<file path="src/rtl/can_rx_fifo.sv">
// can_rx_fifo
// Receive-side frame buffer sitting behind the CAN controller. Each
// rx_valid pulse presents one complete frame; frames passing the code/mask
// acceptance filter are queued in a DEPTH-entry FIFO for the CPU to drain.
//
// Ports
//   clk, rst_n            clock, asynchronous active-low reset
//   rx_valid              one-cycle frame-available strobe
//   rx_id/ext/rtr/dlc/data received frame fields
//   filt_en               enable acceptance filter (0 = accept all)
//   acc_code/mask/ext     acceptance code, compare mask, required EXT
//   pop                   discard head entry
//   clr                   synchronous flush (highest priority)
//   irq_en, irq_level     interrupt enable and occupancy threshold
//   head_valid, head_*    head entry (combinational from storage)
//   count, full           occupancy
//   ovf, drop_cnt         sticky overflow flag, saturating drop counter
//   irq                   level interrupt
module can_rx_fifo #(
  parameter int DEPTH = 4,
  parameter int CW    = $clog2(DEPTH) + 1
) (
  input  logic          clk,
  input  logic          rst_n,
  input  logic          rx_valid,
  input  logic [28:0]   rx_id,
  input  logic          rx_ext,
  input  logic          rx_rtr,
  input  logic [3:0]    rx_dlc,
  input  logic [63:0]   rx_data,
  input  logic          filt_en,
  input  logic [28:0]   acc_code,
  input  logic [28:0]   acc_mask,
  input  logic          acc_ext,
  input  logic          pop,
  input  logic          clr,
  input  logic          irq_en,
  input  logic [CW-1:0] irq_level,
  output logic          head_valid,
  output logic [28:0]   head_id,
  output logic          head_ext,
  output logic          head_rtr,
  output logic [3:0]    head_dlc,
  output logic [63:0]   head_data,
  output logic [CW-1:0] count,
  output logic          full,
  output logic          ovf,
  output logic [7:0]    drop_cnt,
  output logic          irq
);

  localparam int AW = (DEPTH > 1) ? $clog2(DEPTH) : 1;

  // Zero every byte beyond the DLC (capped at 8 naturally, since byte
  // indices only reach 7) and all bytes of a remote frame.
  function automatic logic [63:0] sanitise_data(input logic [63:0] data,
                                                input logic [3:0]  dlc,
                                                input logic        rtr);
    logic [63:0] res;
    res = '0;
    for (int i = 0; i < 8; i++) begin
      if (!rtr && (4'(i) < dlc)) res[8*i +: 8] = data[8*i +: 8];
    end
    return res;
  endfunction

  logic [28:0] mem_id   [DEPTH];
  logic        mem_ext  [DEPTH];
  logic        mem_rtr  [DEPTH];
  logic [3:0]  mem_dlc  [DEPTH];
  logic [63:0] mem_data [DEPTH];

  logic [AW-1:0] wr_ptr, rd_ptr;
  logic          accept, push_req, do_write, do_pop, drop;
  logic [CW-1:0] irq_thr;

  assign accept = ~filt_en |
                  (((rx_id ^ acc_code) & acc_mask) == 29'd0 && rx_ext == acc_ext);

  assign head_valid = (count != '0);
  assign full       = (count == CW'(DEPTH));
  assign push_req   = rx_valid & accept & ~clr;
  assign do_pop     = pop & head_valid & ~clr;
  // A pop in the same cycle frees the slot, so a full FIFO still takes the push.
  assign do_write   = push_req & (~full | do_pop);
  assign drop       = push_req & full & ~do_pop;

  // Storage is data only: no reset.
  always_ff @(posedge clk) begin
    if (do_write) begin
      mem_id[wr_ptr]   <= rx_id;
      mem_ext[wr_ptr]  <= rx_ext;
      mem_rtr[wr_ptr]  <= rx_rtr;
      mem_dlc[wr_ptr]  <= rx_dlc;
      mem_data[wr_ptr] <= sanitise_data(rx_data, rx_dlc, rx_rtr);
    end
  end

  always_ff @(posedge clk or negedge rst_n) begin
    if (!rst_n) begin
      wr_ptr   <= '0;
      rd_ptr   <= '0;
      count    <= '0;
      ovf      <= 1'b0;
      drop_cnt <= 8'd0;
    end else if (clr) begin
      wr_ptr   <= '0;
      rd_ptr   <= '0;
      count    <= '0;
      ovf      <= 1'b0;
      drop_cnt <= 8'd0;
    end else begin
      if (do_write) wr_ptr <= wr_ptr + AW'(1);
      if (do_pop)   rd_ptr <= rd_ptr + AW'(1);
      count <= count + CW'(do_write) - CW'(do_pop);
      if (drop) begin
        ovf <= 1'b1;
        if (drop_cnt != 8'hFF) drop_cnt <= drop_cnt + 8'd1;
      end
    end
  end

  assign head_id   = mem_id[rd_ptr];
  assign head_ext  = mem_ext[rd_ptr];
  assign head_rtr  = mem_rtr[rd_ptr];
  assign head_dlc  = mem_dlc[rd_ptr];
  assign head_data = mem_data[rd_ptr];

  // A threshold of 0 behaves as 1; thresholds above DEPTH can never be met.
  assign irq_thr = (irq_level == '0) ? CW'(1) : irq_level;
  assign irq     = irq_en & (count >= irq_thr);

endmodule

</file>
<file path="config.mk">
export PLATFORM = sky130hd
export DESIGN_NAME = can_rx_fifo
export DESIGN_NICKNAME = d
export VERILOG_FILES = /design/src/rtl/can_rx_fifo.sv
export SDC_FILE = /design/constraint.sdc
export NUM_CORES = 1
export LEC_CHECK = 0
export CORE_ASPECT_RATIO = 2
export CORE_MARGIN = 4
export CORE_UTILIZATION = 55
export CTS_CLUSTER_SIZE = 40
export DETAILED_ROUTE_END_ITERATION = 12
export HOLD_SLACK_MARGIN = 0.12
export PLACE_DENSITY_LB_ADDON = 0.08
export SLEW_MARGIN = 25
export SYNTH_ARGS = -nofsm -noshare
export SYNTH_HDL_FRONTEND = slang
export SYNTH_SLANG_ARGS = --single-unit
</file>
<file path="constraint.sdc">
create_clock -name clk -period 12.3 [get_ports clk]
set_input_delay 2.46 -clock clk [delete_from_list [all_inputs] [get_ports clk]]
set_output_delay 2.46 -clock clk [all_outputs]
set_load 0.1 [all_outputs]
</file>
* Word-level counts from Yosys, hierarchy flattened
Memory sizes are Yosys's and may differ from the RTL's. Index checks and enable logic that the tools add are counted.
Word-level totals: register bits 16, memory bits (writable) 396, bits of input ports 168, output and inout port bits 114, logic and storage cells 90, memories kept 5
Cells by class: add/sub/neg operators 5, $lt $le $gt $ge 9, equal/unequal tests 3, muxes and demuxes 29, bitwise gates (word level) 16, reduce and logical (&&, ||, !) cells 18
Memories:
- mem_data | depth 4, bits a word 64, rd ports 1, clocked after memory_dff 0, write ports 1, RTL line 71 | logic [63:0] mem_data [DEPTH];
- mem_id | depth 4, bits a word 29, rd ports 1, clocked after memory_dff 0, write ports 1, RTL line 67 | logic [28:0] mem_id [DEPTH];
- mem_dlc | depth 4, bits a word 4, rd ports 1, clocked after memory_dff 0, write ports 1, RTL line 70 | logic [3:0] mem_dlc [DEPTH];
- mem_ext | depth 4, bits a word 1, rd ports 1, clocked after memory_dff 0, write ports 1, RTL line 68 | logic mem_ext [DEPTH];
- mem_rtr | depth 4, bits a word 1, rd ports 1, clocked after memory_dff 0, write ports 1, RTL line 69 | logic mem_rtr [DEPTH];
Operator list (number):
- 8-bit two-way mux | 19
- 29-bit bitwise AND | 1
- 29-bit logical NOT | 1
- 29-bit XOR | 1
- 3-bit by 4-bit < comparator with 1-bit output (first input constant) | 4
- 1-bit logical AND | 9
- 8-bit by 1-bit adder with 8-bit output (second input constant) | 1
- 1-bit bitwise AND | 8
- 1-bit by 4-bit < comparator with 1-bit output (first input constant) | 2
- 2-bit by 4-bit < comparator with 1-bit output (first input constant) | 2
- 2-bit two-way mux | 4
- 8-bit != test (second input constant) | 1
- 2-bit nonzero test | 4
- 3-bit two-way mux | 2
- 2-bit by 1-bit adder with 2-bit output (second input constant) | 2
- 1-bit two-way mux | 4
- 1-bit NOT | 4
- 3-bit by 1-bit adder with 3-bit output | 1
- 3-bit equality test (second input constant) | 1
- 3-bit greater-or-equal comparator | 1
- 3-bit logical NOT | 1
- 3-bit nonzero test | 1
- 3-bit by 1-bit subtractor with 3-bit output | 1
- 1-bit bitwise OR | 2
- other kinds (3) | 3

* Depth between registers and ports, before layout
Gate-level depths: netlist of the first run.
depth after elaboration 11, depth in mapped cells 12, gate-level depth less buffers 11

* Least setup slack after synthesis of the first run
OpenSTA, ideal clock, no wires.
path type input to register, start input acc_code[9], end memory mem_data[0][0], enable pin, library setup time 0.558 ns, arrival time 7.699 ns, required time 11.742 ns, setup slack 4.043 ns, stages 6, buffers on the path 0, cells stage by stage xor2_1 > a22oi_2 > nand4_2 > nor4_4 > o21ai_2 > nor2_1
Between the ends: cells in the longest elaborated chain, start to end 10
RTL lines:
- from (decl) | RTL line 32 | input logic [28:0] acc_code,
- 29-bit XOR | RTL line 78 | (((rx_id ^ acc_code) & acc_mask) == 29'd0 && rx_ext == acc_ext);
- 29-bit bitwise AND | RTL line 78
- 29-bit logical NOT | RTL line 78
- 1-bit logical AND | RTL line 78
- 1-bit bitwise OR | RTL line 77 | assign accept = ~filt_en |
- 1-bit bitwise AND (2 in series) | RTL line 82 | assign push_req = rx_valid & accept & ~clr;
- 1-bit bitwise AND | RTL line 85 | assign do_write = push_req & (~full | do_pop);
- 1-bit two-way mux | RTL line 90 | if (do_write) begin
- 1-bit two-way mux (implied by the code) | RTL line 95 | mem_data[wr_ptr] <= sanitise_data(rx_data, rx_dlc, rx_rtr);
- to (decl) | RTL line 71
No other way between the ends.

* Worst setup path after layout of the first run
start input irq_level[1], end output irq
Between the ends: cells in the longest elaborated chain, start to end 4
RTL lines:
- from (decl) | RTL line 38 | input logic [CW-1:0] irq_level,
- 3-bit logical NOT | RTL line 130 | assign irq_thr = (irq_level == '0) ? CW'(1) : irq_level;
- 3-bit two-way mux * | RTL line 130
- 3-bit greater-or-equal comparator * | RTL line 131 | assign irq = irq_en & (count >= irq_thr);
- 1-bit bitwise AND * | RTL line 131
- to (decl) | RTL line 49 | output logic irq
Mark *: on every way between the ends. The rest lies on a longest branch, timed or not.

==> summary.txt, run 1 <==
Pwr
  – Peak VDD IR: 0.151 mV
  – Switching share of power: 35.9%
  – Clk pwr share: 27.0%
  – Sequential share of power: 39.9%
  – Int Power: 2580 µW
  – Pleak: 0.00678 µW
  – Power density over the cells: 195 nW/µm²
  – Switching Power: 1450 µW
  – Combinational fraction of design power: 33.1%

Clock network
  – Hold-fix buffers, CTS: 0
  – TritonCTS clock tree: done
  – CTS resizes: 0
  – Worst-Skew Late Latency: 510 ps
  – Clock Pin Slew Worst Setup and Hold Paths: 70 ps
  – Root Buffer: clkbuf_16
  – CTS sink count: 412
  – Cts bufs inserted: 35
  – Clock Path Buffers: 3
  – # Post-CTS Setup Buffers: 0
  – H-tree depth: 2

Die
  – I/O pins: 282
  – Die Ht: 251 µm
  – # rows: 88
  – Die Wd: 130 µm
  – Die area: 32,600 µm²
  – Core area: 29,100 µm²
  – Initial Util: 56.0%

Synthesis
  – Number of flops mapped to enable cells by yosys: 396
  – Register area share after synthesis: 75.5%
  – Count of state elements after synthesis: 412
  – Ys Warns: 0
  – Post-synthesis simple-gate area fraction: 4.49%
  – Synth Area in Adders: 0.815%
  – Mux contribution to synthesized area: 14.0%
  – Compound-gate portion of the synthesized area: 2.34%
  – Unique cell type count in the Yosys netlist: 48
  – Synth Area in XOR/XNOR: 1.83%
  – Post-synthesis instance total: 775
  – Avg Cell Area, Syn: 21.0 µm²
  – Largest family of logic cells by synthesized area: multiplexers
  – Async SR Flop Fraction: 3.88%
  – Synth Cell Area: 16,300 µm²
  – Syn_nets: 953
  – Predominant post-synthesis flop cell: edfxtp_1

Route
  – Post-DRT Antenna Nets: 0
  – Routed wire length: 33,600 µm
  – TritonRoute pass-1 iters: 4
  – Routed length per placed instance: 23.0 µm
  – Drt drc: 0
  – Via count: 8,366
  – Initial DRC count: 480
  – Vias per cell: 5.71

Placement
  – GP Congestion: 0.776
  – Placed cell areas: 19,600 µm²
  – Port Buffers: 281
  – DP Wirelength: 22,000 µm
  – Placed Cells: 1,402
  – Dpl ws: 5030 ps

Worst setup path
  – Cell mode on critical path: clkdlybuf4s50_1
  – Startpoint Class: input port
  – Critical path's largest stage delay: 1140 ps
  – Worst-path cell chain: clkdlybuf4s50_1, o21bai_1, ha_1, nand2b_1, a21o_1, a21oi_1, nor2b_1, clkdlybuf4s50_1
  – R2R depth: 7
  – Reg-to-Reg Start: count[1]
  – Crit. End Element: output port
  – Worst Path Arrival: 4780 ps
  – Worst reg2reg setup slack: 9730 ps
  – Crit path max-delay cell type: clkdlybuf4s50_1
  – Worst R2R End: mem_id[1][10]
  – Largest fanout on the critical path: 2
  – Req. time, crit path: 9840 ps
  – Worst setup path class: input port to output port

Timing
  – Worst Skew: 10.6 ps
  – Final setup vio count: 0
  – Final Max Slew Viols: 0
  – Worst setup margin: 5060 ps
  – RSZ-0062 raised after global routing: false
  – Minimum clock period: 7240 ps
  – Worst slew pin tran: 1070 ps
  – Final hold viol count: 0
  – Relative slew slack: 28.4%
  – Fin crit share: 58.8%
  – Setup_tns: 0 ps
  – FMAX: 138 MHz

Finish
  – Post-route cell area: 20,700 µm²
  – Nets@finish: 1,257
  – Final Util: 71.2%
  – Fill count: 1,910
  – Synthesis-to-finish area growth: 27.1%
  – Share of cells above drive strength 1: 16.4%
  – Final cell count without fillers: 1,466

Hold path
  – Hold crit path type: register to register
  – Hold Crit Start: ovf
  – Hold path cells: 2
  – Worst Hold Path EP: ovf

Outcome
  – Outcome: finished clean

Global routing
  – First-pass GRT wire length: 51,500 µm
  – GRT Total Usage: 21.0%
  – Total grt overflow: 0
  – Number of global-route vias before repair: 9,196
  – Initial antenna violation count: 2
  – Largest net degree at the start of global routing: 68

Run
  – # Max-Cap Violations: 0
[area by class of cell]
| type | instances | area (µm²) | share of cell area, % |
|---|---|---|---|
| antenna | 2 | 5.00 | 0.0242 |
| clock buffer | 44 | 972 | 4.70 |
| clock inverter | 18 | 160 | 0.774 |
| inverter | 16 | 60.1 | 0.290 |
| multi-input combinational | 322 | 3850 | 18.6 |
| sequential | 412 | 12300 | 59.4 |
| tap | 360 | 450 | 2.18 |
| timing repair buffer | 292 | 2900 | 14.0 |
[critical path, delay by kind of cell]
family / cells / cell delay (ps)
adder cells (fa/ha/maj): 1 / 270
buffers and inverters: 2 / 1620
AO/OA/AOI/OAI: 3 / 240
AND/OR/NAND/NOR: 2 / 190
[Yosys cell counts (2+ instances only)]
cell type,n,share of area (%)
a221oi_2,2,0.18
a21oi_1,7,0.22
ha_1,9,0.69
clkbuf_1,11,0.25
mux4_2,99,14
a211oi_1,2,0.092
inv_1,16,0.37
a21o_1,3,0.14
or2_2,4,0.15
o211ai_1,5,0.23
nand3_1,8,0.25
nor2_1,21,0.48
xor2_1,33,1.8
a22oi_1,10,0.46
nand4_1,2,0.077
o2111ai_1,2,0.11
and2_1,64,2.5
o21ai_1,6,0.18
nand2_1,9,0.21
mux2_1,3,0.21
buf_1,5,0.12
nor2b_1,5,0.19
dfrtp_1,16,2.5
nand2b_1,4,0.15
edfxtp_1,396,73
buf_2,8,0.25
a22oi_2,4,0.31
[registers in the layout, summed over array words and instances, names as in the netlist]
register  flops
mem_data    256
mem_id      116
mem_dlc      16
drop_cnt      8
mem_ext       4
mem_rtr       4
count         3
rd_ptr        2
wr_ptr        2
ovf           1
[cell usage in the layout, fill, tap and decap left out, types with 9 or more instances in the layout]
cell type and instances:
a22oi_1 10, and2_1 64, buf_4 11, clkbuf_16 37, clkdlybuf4s50_1 281, dfrtp_1 14, edfxtp_1 396, ha_1 9
inv_1 16, mux4_2 99, nand2_1 9, nor2_1 17, xor2_1 33
[per-layer routing]
layer / part of all wire, % / track usage, % / vias to the layer above
li1: - / - / 3753
met2: 56 / 38.0 / 269
met1: 34 / 23.8 / 4289
met4: 3.0 / 7.10 / 2
met3: 7.1 / 5.34 / 53
met5: 0.036 / 0 / -
[worst max-delay path by stage]
stage                 start        endpoint  slack, ps
6_report       irq_level[1]             irq       5060
5_1_grt        irq_level[1]             irq       4960
4_1_cts        irq_level[1]             irq       5040
3_5_place_dp   irq_level[1]             irq       5030
3_3_place_gp   irq_level[1]             irq       5060
2_1_floorplan   acc_code[9]  mem_data[0][0]       4040
[per-stage QoR]
stage               total power (µW)  hold slack (ps)
detailed placement              2990              502
global placement                2990              505
finish                          4030              505
CTS                             4080              513
floorplan                       2660              499
global route                    4180              568
[power groups by stage]
stage	combinational, µW	clock [µW]	sequential [µW]
CTS	1350	1120	1610
global placement	1350	0	1640
global route	1390	1180	1610
detailed placement	1350	0	1640
floorplan	1020	0	1640
finish	1330	1090	1610
[cell families (layout without fill, tap and decap cells)]
group,after synthesis,after routing
flops,412,412
buf+inv,41,370
xor+xnor,34,34
fa+ha+maj,10,10
simple gates,125,125
mux,103,103
other cells,0,2
compound gates,50,50
Note: power is estimated with default switching activity, not from simulation.
==> run 2: changes to the inputs <==
CORE_UTILIZATION = 53   (was 55)
clock period = 7.5 ns   (was 12.3 ns; I/O delays follow)
==> summary.txt, run 2 (same netlist as run 1, synthesis figures left out) <==
Outcome
  – Outcome: finished clean

Pwr
  – Power density over the cells: 319 nW/µm²
  – Peak VDD IR: 0.330 mV
  – Pwr Total: 6630 µW
  – Pleak: 0.00680 µW

Hold path
  – Hold crit path type: register to register

Global routing
  – Largest net degree at the start of global routing: 100
  – Number of global-route vias before repair: 8,935
  – GRT Total Usage: 20.2%
  – First-pass GRT wire length: 52,200 µm
  – Initial antenna violation count: 2
  – Total grt overflow: 0

Route
  – Vias per cell: 5.65
  – TritonRoute pass-1 iters: 4
  – Initial DRC count: 377
  – Drt drc: 0
  – Via count: 8,319
  – Post-DRT Antenna Nets: 0
  – Routed wire length: 34,400 µm
  – Routed length per placed instance: 23.4 µm

Timing
  – Worst Skew: 12.6 ps
  – Relative slew slack: 27.7%
  – FMAX: 187 MHz
  – Final hold viol count: 0
  – Final setup vio count: 0
  – Fin crit share: 71.2%
  – RSZ-0062 raised after global routing: false
  – Hold WS: 518 ps
  – Setup_tns: 0 ps
  – Minimum clock period: 5340 ps
  – Worst slew pin tran: 1080 ps
  – Final Max Slew Viols: 0

Placement
  – Placed Cells: 1,409
  – Port Buffers: 281
  – GP Congestion: 0.772
  – DP Wirelength: 22,100 µm

Worst setup path
  – Worst-path cell chain: clkdlybuf4s50_1, o21bai_1, ha_1, nand2b_1, a21o_1, a21oi_1, nor2b_1, clkdlybuf4s50_1
  – Worst Path Arrival: 3840 ps
  – Req. time, crit path: 6000 ps
  – Startpoint Class: input port
  – Crit. End Element: output port
  – Largest fanout on the critical path: 2
  – Worst setup path class: input port to output port
  – Critical path's largest stage delay: 1140 ps
  – Crit path max-delay cell type: clkdlybuf4s50_1
  – Cell mode on critical path: clkdlybuf4s50_1

Clock network
  – CTS sink count: 412
  – # Post-CTS Setup Buffers: 0
  – TritonCTS clock tree: done
  – Hold-fix buffers, CTS: 0
  – Cts bufs inserted: 36
  – Worst-Skew Late Latency: 520 ps
  – Clock Path Buffers: 3
  – Clock Pin Slew Worst Setup and Hold Paths: 70 ps
  – H-tree depth: 2
  – CTS resizes: 0
  – Root Buffer: clkbuf_16

Die
  – Die Wd: 132 µm
  – Core area: 30,300 µm²
  – Die area: 33,800 µm²
  – # rows: 90
  – Initial Util: 53.7%
  – I/O pins: 282
  – Die Ht: 256 µm

Finish
  – Most common cell after layout, fill and taps aside: edfxtp_1
  – Share of cells above drive strength 1: 16.4%
  – Commonest cells after routing, fill and taps aside: edfxtp_1, clkdlybuf4s50_1, mux4_2
  – Nets@finish: 1,259
  – Synthesis-to-finish area growth: 27.6%
  – Max reg flops: 256
  – Fill count: 2,001
  – Final cell count without fillers: 1,472
  – Final Util: 68.6%
  – Biggest regs: mem_data: 256 flops, mem_id: 116 flops, mem_dlc: 16 flops
  – Largest Register: mem_data

Run
  – # Max-Cap Violations: 0
==> run 2: routing by layer <==
layer  global-route usage [%]  wire [µm]  part of all wire, %  vias to the layer above
met5                        0         19                0.055                        -
met4                     5.43        738                  2.1                        2
met3                     4.94       2050                  5.9                       42
met2                     37.5      19300                   56                      258
met1                     23.1      12200                   36                     4258
li1                         -          -                    -                     3759
==> run 2: worst paths after layout <==
path	start	to	slack [ps]	depth (start not counted)
setup / recovery	irq_level[1]	irq	2160	8
hold / removal	ovf	ovf	520	2
setup reg to reg	count[1]	mem_data[1][39]	4930	8
hold reg to reg	ovf	ovf	520	2
max in group asynchronous	rst_n	rd_ptr[0]	5510	1
min in group asynchronous	rst_n	wr_ptr[1]	1440	1
==> run 2: power breakdown <==
part           internal [µW]  switching [µW]
Combinational            653            1570
Sequential              2580            47.5
Clock                   1000             771
==> run 2: final cells by class <==
cell class | count | area [µm²] | share of cell area, %
Sequential cell | 412 | 12300 | 59.2
Multi-Input combinational cell | 322 | 3850 | 18.5
Timing Repair Buffer | 293 | 2990 | 14.4
Clock buffer | 43 | 948 | 4.57
Tap cell | 368 | 460 | 2.22
Clock inverter | 17 | 161 | 0.777
Inverter | 16 | 60.1 | 0.289
Antenna cell | 1 | 2.50 | 0.0120
==> run 2: critical path: cells and delay by family <==
kind | cells | cell delay, ps
buffers and inverters | 2 | 1630
adders and majority gates | 1 | 270
and+or+nand+nor | 2 | 190
AOI/OAI and AO/OA | 3 | 240
==> run 2: stage by stage <==
step,instance area (µm²),worst slack [ps]
after global routing,20800,2060
after detailed placement,19600,2030
after global placement,19600,2100
after floorplan,16300,203
final,20800,2160
after CTS,20700,2120
